File: src/rtl/seg_scan_driver.sv
// Multiplexed 8-digit seven-segment scan driver with a per-slot prescaler.
// Optional anti-ghosting dead time is enabled by defining SEG_GHOST_BLANK_EN.
module seg_scan_driver #(
    parameter int unsigned PRESCALE = 100000
) (
    input  logic       clk,
    input  logic       reset_n,
    input  logic [7:0] one_digit,
    input  logic       blank_all,
    output logic [2:0] refreshcounter,
    output logic [7:0] an,
    output logic [6:0] seg,
    output logic       dp
);

    localparam int unsigned PsW = (PRESCALE > 1) ? $clog2(PRESCALE) : 1;
    localparam logic [PsW-1:0] PsLast = PsW'(PRESCALE - 1);

    logic [PsW-1:0] prescaler_q;
    logic [2:0]     refresh_q;
    logic           load_q;
    logic [7:0]     an_q;
    logic [6:0]     seg_q;
    logic           tick;
    logic [7:0]     anode_sel;

`ifdef SEG_GHOST_BLANK_EN
    localparam logic [PsW-1:0] PsPreTick = PsW'(PRESCALE - 2);
    logic [4:0] dead_q;
    logic       pre_tick;
    assign pre_tick = (prescaler_q == PsPreTick);
`endif

    assign tick      = (prescaler_q == PsLast);
    assign anode_sel = ~(8'd1 << refresh_q);

    // Cathode pattern {g,f,e,d,c,b,a}, active low.
    function automatic logic [6:0] decode(input logic [7:0] code);
        logic [6:0] pat;
        case (code)
            8'h00:   pat = 7'b1000000;
            8'h01:   pat = 7'b1111001;
            8'h02:   pat = 7'b0100100;
            8'h03:   pat = 7'b0110000;
            8'h04:   pat = 7'b0011001;
            8'h05:   pat = 7'b0010010;
            8'h06:   pat = 7'b0000010;
            8'h07:   pat = 7'b1111000;
            8'h08:   pat = 7'b0000000;
            8'h09:   pat = 7'b0010000;
            8'h0A:   pat = 7'b0010010;
            8'h0B:   pat = 7'b0101111;
            8'h0C:   pat = 7'b1000110;
            8'h0E:   pat = 7'b0000110;
            8'hFE:   pat = 7'b0111111;
            default: pat = 7'b1111111;
        endcase
        return pat;
    endfunction

    always_ff @(posedge clk) begin
        if (!reset_n) begin
            prescaler_q <= '0;
            refresh_q   <= 3'd0;
            load_q      <= 1'b0;
            an_q        <= 8'hFF;
            seg_q       <= 7'b1111111;
`ifdef SEG_GHOST_BLANK_EN
            dead_q      <= 5'd0;
`endif
        end else begin
            prescaler_q <= tick ? '0 : prescaler_q + PsW'(1);
            load_q      <= tick;
            if (tick) begin
                refresh_q <= refresh_q + 3'd1;
            end
`ifdef SEG_GHOST_BLANK_EN
            // Go dark one edge early so the tick cycle is already blank.
            if (pre_tick) begin
                an_q <= 8'hFF;
            end
            if (dead_q != 5'd0) begin
                dead_q <= dead_q - 5'd1;
                if (dead_q == 5'd1) begin
                    an_q <= anode_sel;
                end
            end
            if (load_q) begin
                seg_q  <= decode(one_digit);
                dead_q <= 5'd15;
            end
`else
            if (load_q) begin
                seg_q <= decode(one_digit);
                an_q  <= anode_sel;
            end
`endif
        end
    end

    assign refreshcounter = refresh_q;
    assign an             = blank_all ? 8'hFF : an_q;
    assign seg            = seg_q;
    assign dp             = 1'b1;

endmodule

File: config.mk
export PLATFORM = sky130hd
export DESIGN_NAME = seg_scan_driver
export DESIGN_NICKNAME = d
export VERILOG_FILES = /design/src/rtl/seg_scan_driver.sv
export SDC_FILE = /design/constraint.sdc
export NUM_CORES = 1
export LEC_CHECK = 0
export ABC_AREA = 1
export CAP_MARGIN = 20
export CORE_MARGIN = 2
export CORE_UTILIZATION = 39
export CTS_CLUSTER_DIAMETER = 80
export DETAILED_ROUTE_END_ITERATION = 10
export PLACE_DENSITY_LB_ADDON = 0.3
export SLEW_MARGIN = 5
export SYNTH_ARGS = -nofsm -noshare
export SYNTH_HDL_FRONTEND = slang
export SYNTH_SLANG_ARGS = --single-unit
File: constraint.sdc
create_clock -name clk -period 1.4 [get_ports clk]
set_input_delay 0.14 -clock clk [delete_from_list [all_inputs] [get_ports clk]]
set_output_delay 0.14 -clock clk [all_outputs]
set_load 0.01 [all_outputs]
==> impl_results.md <==
- Status: complete, but fails checks
- Violated checks: setup timing
- Final hold violations: 0
- Die H: 74.7 microns
- Pwr per Cell Area: 704 nW/um^2
- Period utilization: 103%
- Type of the worst setup path: reg2reg
- Crit path to: refreshcounter[1]$_SDFFE_PN0P_
- Initial Utilization: 40.7%
- CP Launch Point: prescaler_q[0]$_SDFF_PP0_
- WL/cell: 11.7 microns
- M1 GR Usage: 23.3%
- Most Crowded Layer GR: met2
- P&R area growth vs syn: 45.4%
- Leakage: 1.21 nW
- Synthesized flop and latch total: 36
- Met2 usage: 29.6%
- Fin Clk Skew: 7.35 ps
- Drt first pass iters: 4
- Routed via count: 2,016
- Sequential Area: 729 sq um
- First-pass GRT wire length: 7780 microns
- Synthesized area: 1950 sq um
- Vias in the first global route: 1,777
- Post-route worst setup slack: -48.7 ps
- RSZ-0062 raised after global routing: true
- Fillcell total: 430
- Detail Route Antenna Nets: 0
- Latest clock arrival within the worst-skew pair: 290 ps
- Max H-tree Level: 2
- Via-to-Cell Ratio: 4.78
- Final std cells w/o fill: 422
- Worst R2R Setup Slack: -50 ps
- Reg2reg path depth: 9
- YS warnings: 0
- Die footprint: 5580 sq um
- Standard-cell rows: 25
- Max Slew Vio Count: 0
- Pre-CTS setup slack: -280 ps
- Netlist cell types: 29
- Routed wire length: 4920 microns
- Initial antenna violation count: 0
- Met3 Use GR: 3.61%
- Clock Tree Root: clkbuf_8
- Die Wd: 74.7 microns
- Ratio of cells with drive above 1 in the final layout: 29.3%
- Max-Cap Viols: 0
- Gpl congestion: 0.929
- FF-to-FF Start: prescaler_q[0]$_SDFF_PP0_
- I/O pins: 30
- Core Footprint: 4790 sq um
- Tot GR Track Use: 18.0%
- Num CTS Buffers: 5
- CTS tree: done
- CP Max Fanout: 8
- Reg clk slew, reported paths: 70 ps
- Dpl hpwl: 3360 microns
- Fmax: 690 MHz
- Sequential fraction of the synthesis area: 37.0%
- Max IR drop VDD: 0.771 mV
- Crit path DAT: 1640 ps
- Syn Inst Count: 288
- RR Endpoint: refreshcounter[1]$_SDFFE_PN0P_
- Clock buffer depth: 2
- Post-layout min period: 1450 ps
- Worst setup EP type: register
- WP data required: 1590 ps
- Worst min path class: reg2reg
- Input/output buffers: 28
- Largest net degree at the start of global routing: 15
- Initial DRC count: 73
- Post-Place Cells: 409
- Mapped Nets: 306
- CTS sink cnt: 36
- Layout Nets: 372
- GRT overflow: 0
- Area of the multi-input gates: 1230 sq um
- DRC Markers: 0
- # diodes: 0
- Setup crit start kind: register
- Setup Viol. Count Final: 18
- Post-Syn Area per Cell: 6.77 sq um
==> cells in the final DEF (no fill, tap or decap), types with 6 or more instances in the layout <==
cell	synthesis	layout
nand2_1	78	72
inv_1	36	33
buf_4	1	33
dfxtp_1	36	29
nor2_1	31	18
a21oi_1	21	17
clkdlybuf4s50_1	0	14
nand3_1	14	11
nor2_2	1	9
nand4_1	9	9
dlygate4sd2_1	0	9
or2_2	8	8
nand2_2	3	8
o21ai_0	12	7
nor2_4	2	7
dfxtp_2	0	7
ha_1	7	6
clkbuf_8	0	6
==> cell type report <==
| cell class | count | share of cell area [%] |
|---|---|---|
| tap | 67 | 2.96 |
| timing repair buffer | 63 | 19.5 |
| sequential | 36 | 25.7 |
| clock buffer | 8 | 3.18 |
| timing repair inverter | 1 | 0.265 |
| inverter | 37 | 4.99 |
| multi-input combinational | 210 | 43.4 |
==> worst min-delay path by stage <==
stage          slack, ps                   end  cells after the start            startpoint
3_3_place_gp         450  an_q[5]$_SDFFE_PN1P_                      2  an_q[5]$_SDFFE_PN1P_
5_1_grt              500   seg[5]$_SDFFE_PN1P_                      2   seg[5]$_SDFFE_PN1P_
3_5_place_dp         450  an_q[6]$_SDFFE_PN1P_                      2  an_q[6]$_SDFFE_PN1P_
2_1_floorplan        380                 an[0]                      1             blank_all
4_1_cts              470  an_q[6]$_SDFFE_PN1P_                      2  an_q[6]$_SDFFE_PN1P_
6_report             470  an_q[7]$_SDFFE_PN1P_                      2  an_q[7]$_SDFFE_PN1P_
==> report_power, final <==
group          switching [mW]  internal (mW)  leakage (nW)
clock                   0.368          0.402        0.0455
sequential            0.00679           1.03         0.294
combinational           0.101         0.0854         0.872
==> synth_stat cells <==
cell type	instances	area share, %
nand3_1	14	3.6
or2_2	8	2.6
inv_1	36	6.9
a21oi_1	21	5.4
nor2_1	31	6.0
o22ai_1	3	0.96
buf_4	1	0.39
nor3_2	2	1.0
buf_2	1	0.26
conb_1	1	0.19
dfxtp_1	36	37
buf_6	1	0.58
or2_0	2	0.64
a31oi_1	2	0.64
nand4_1	9	2.9
clkbuf_1	3	0.58
nand2_1	78	15
o21ai_0	12	3.1
xnor2_1	2	0.90
ha_1	7	4.5
inv_2	1	0.19
nand2_4	1	0.58
xor2_1	3	1.3
nor3_1	4	1.0
and3_1	1	0.32
nor2_4	2	1.2
nand3_2	2	1.0
nor2_2	1	0.32
nand2_2	3	0.96
==> repair_timing <==
action | in CTS | in global routing
setup endpoints to repair | 29 | 28
pin swaps | 11 | 19
buffers inserted | 1 | 2
endpoints found under the hold margin | 0 | 0
gates cloned | 1 | 1
gates resized for setup | 25 | 42
hold buffers | 0 | 0
==> through the flow <==
stage               area, sq um  hold WS (ps)  setup TNS, ps  power (mW)  utilization [%]
floorplan                  1970           384          -82.1        1.14                -
global placement           2540           446          -4940        1.22             53.1
detailed placement         2540           452          -4850        1.22             53.1
CTS                        2680           470           -182        1.99             56.1
global route               2840           497          -1940        2.06             59.2
finish                     2840           467           -338        2.00             59.2
==> layer usage <==
layer | part of all wire [%] | up-vias | wire (microns)
met4 | 1.6 | 0 | 80
met2 | 50 | 51 | 2460
met5 | 0 | - | 0
li1 | - | 1049 | -
met1 | 44 | 907 | 2180
met3 | 4.1 | 9 | 202
==> cell families (layout without fill, tap and decap cells) <==
kind of cell,after synthesis,in the layout,share of synthesized area (%)
DFF,36,36,37.0
and+or+nand+nor,158,159,37.1
xor gates and xnor gates,5,5,2.25
other,1,1,0.192
AOI/OAI and AO/OA,38,38,10.1
buffers and inverters,43,109,8.92
adders and majority gates,7,7,4.49
==> sequential cells by signal, indices dropped and copies added (netlist names) <==
register        count
refreshcounter      3
prescaler_q        17
an_q                8
seg                 7
load_q              1
==> critical path, cell delays in order, from the launching register on <==
cell	delay, ps
dfxtp_2	350
ha_4	150
nand3_4	70
inv_2	50
nand4_1	90
nor3_2	210
nand2_4	190
buf_6	160
nand3_2	40
nand2_1	40
(Power assumes the default switching activity.)
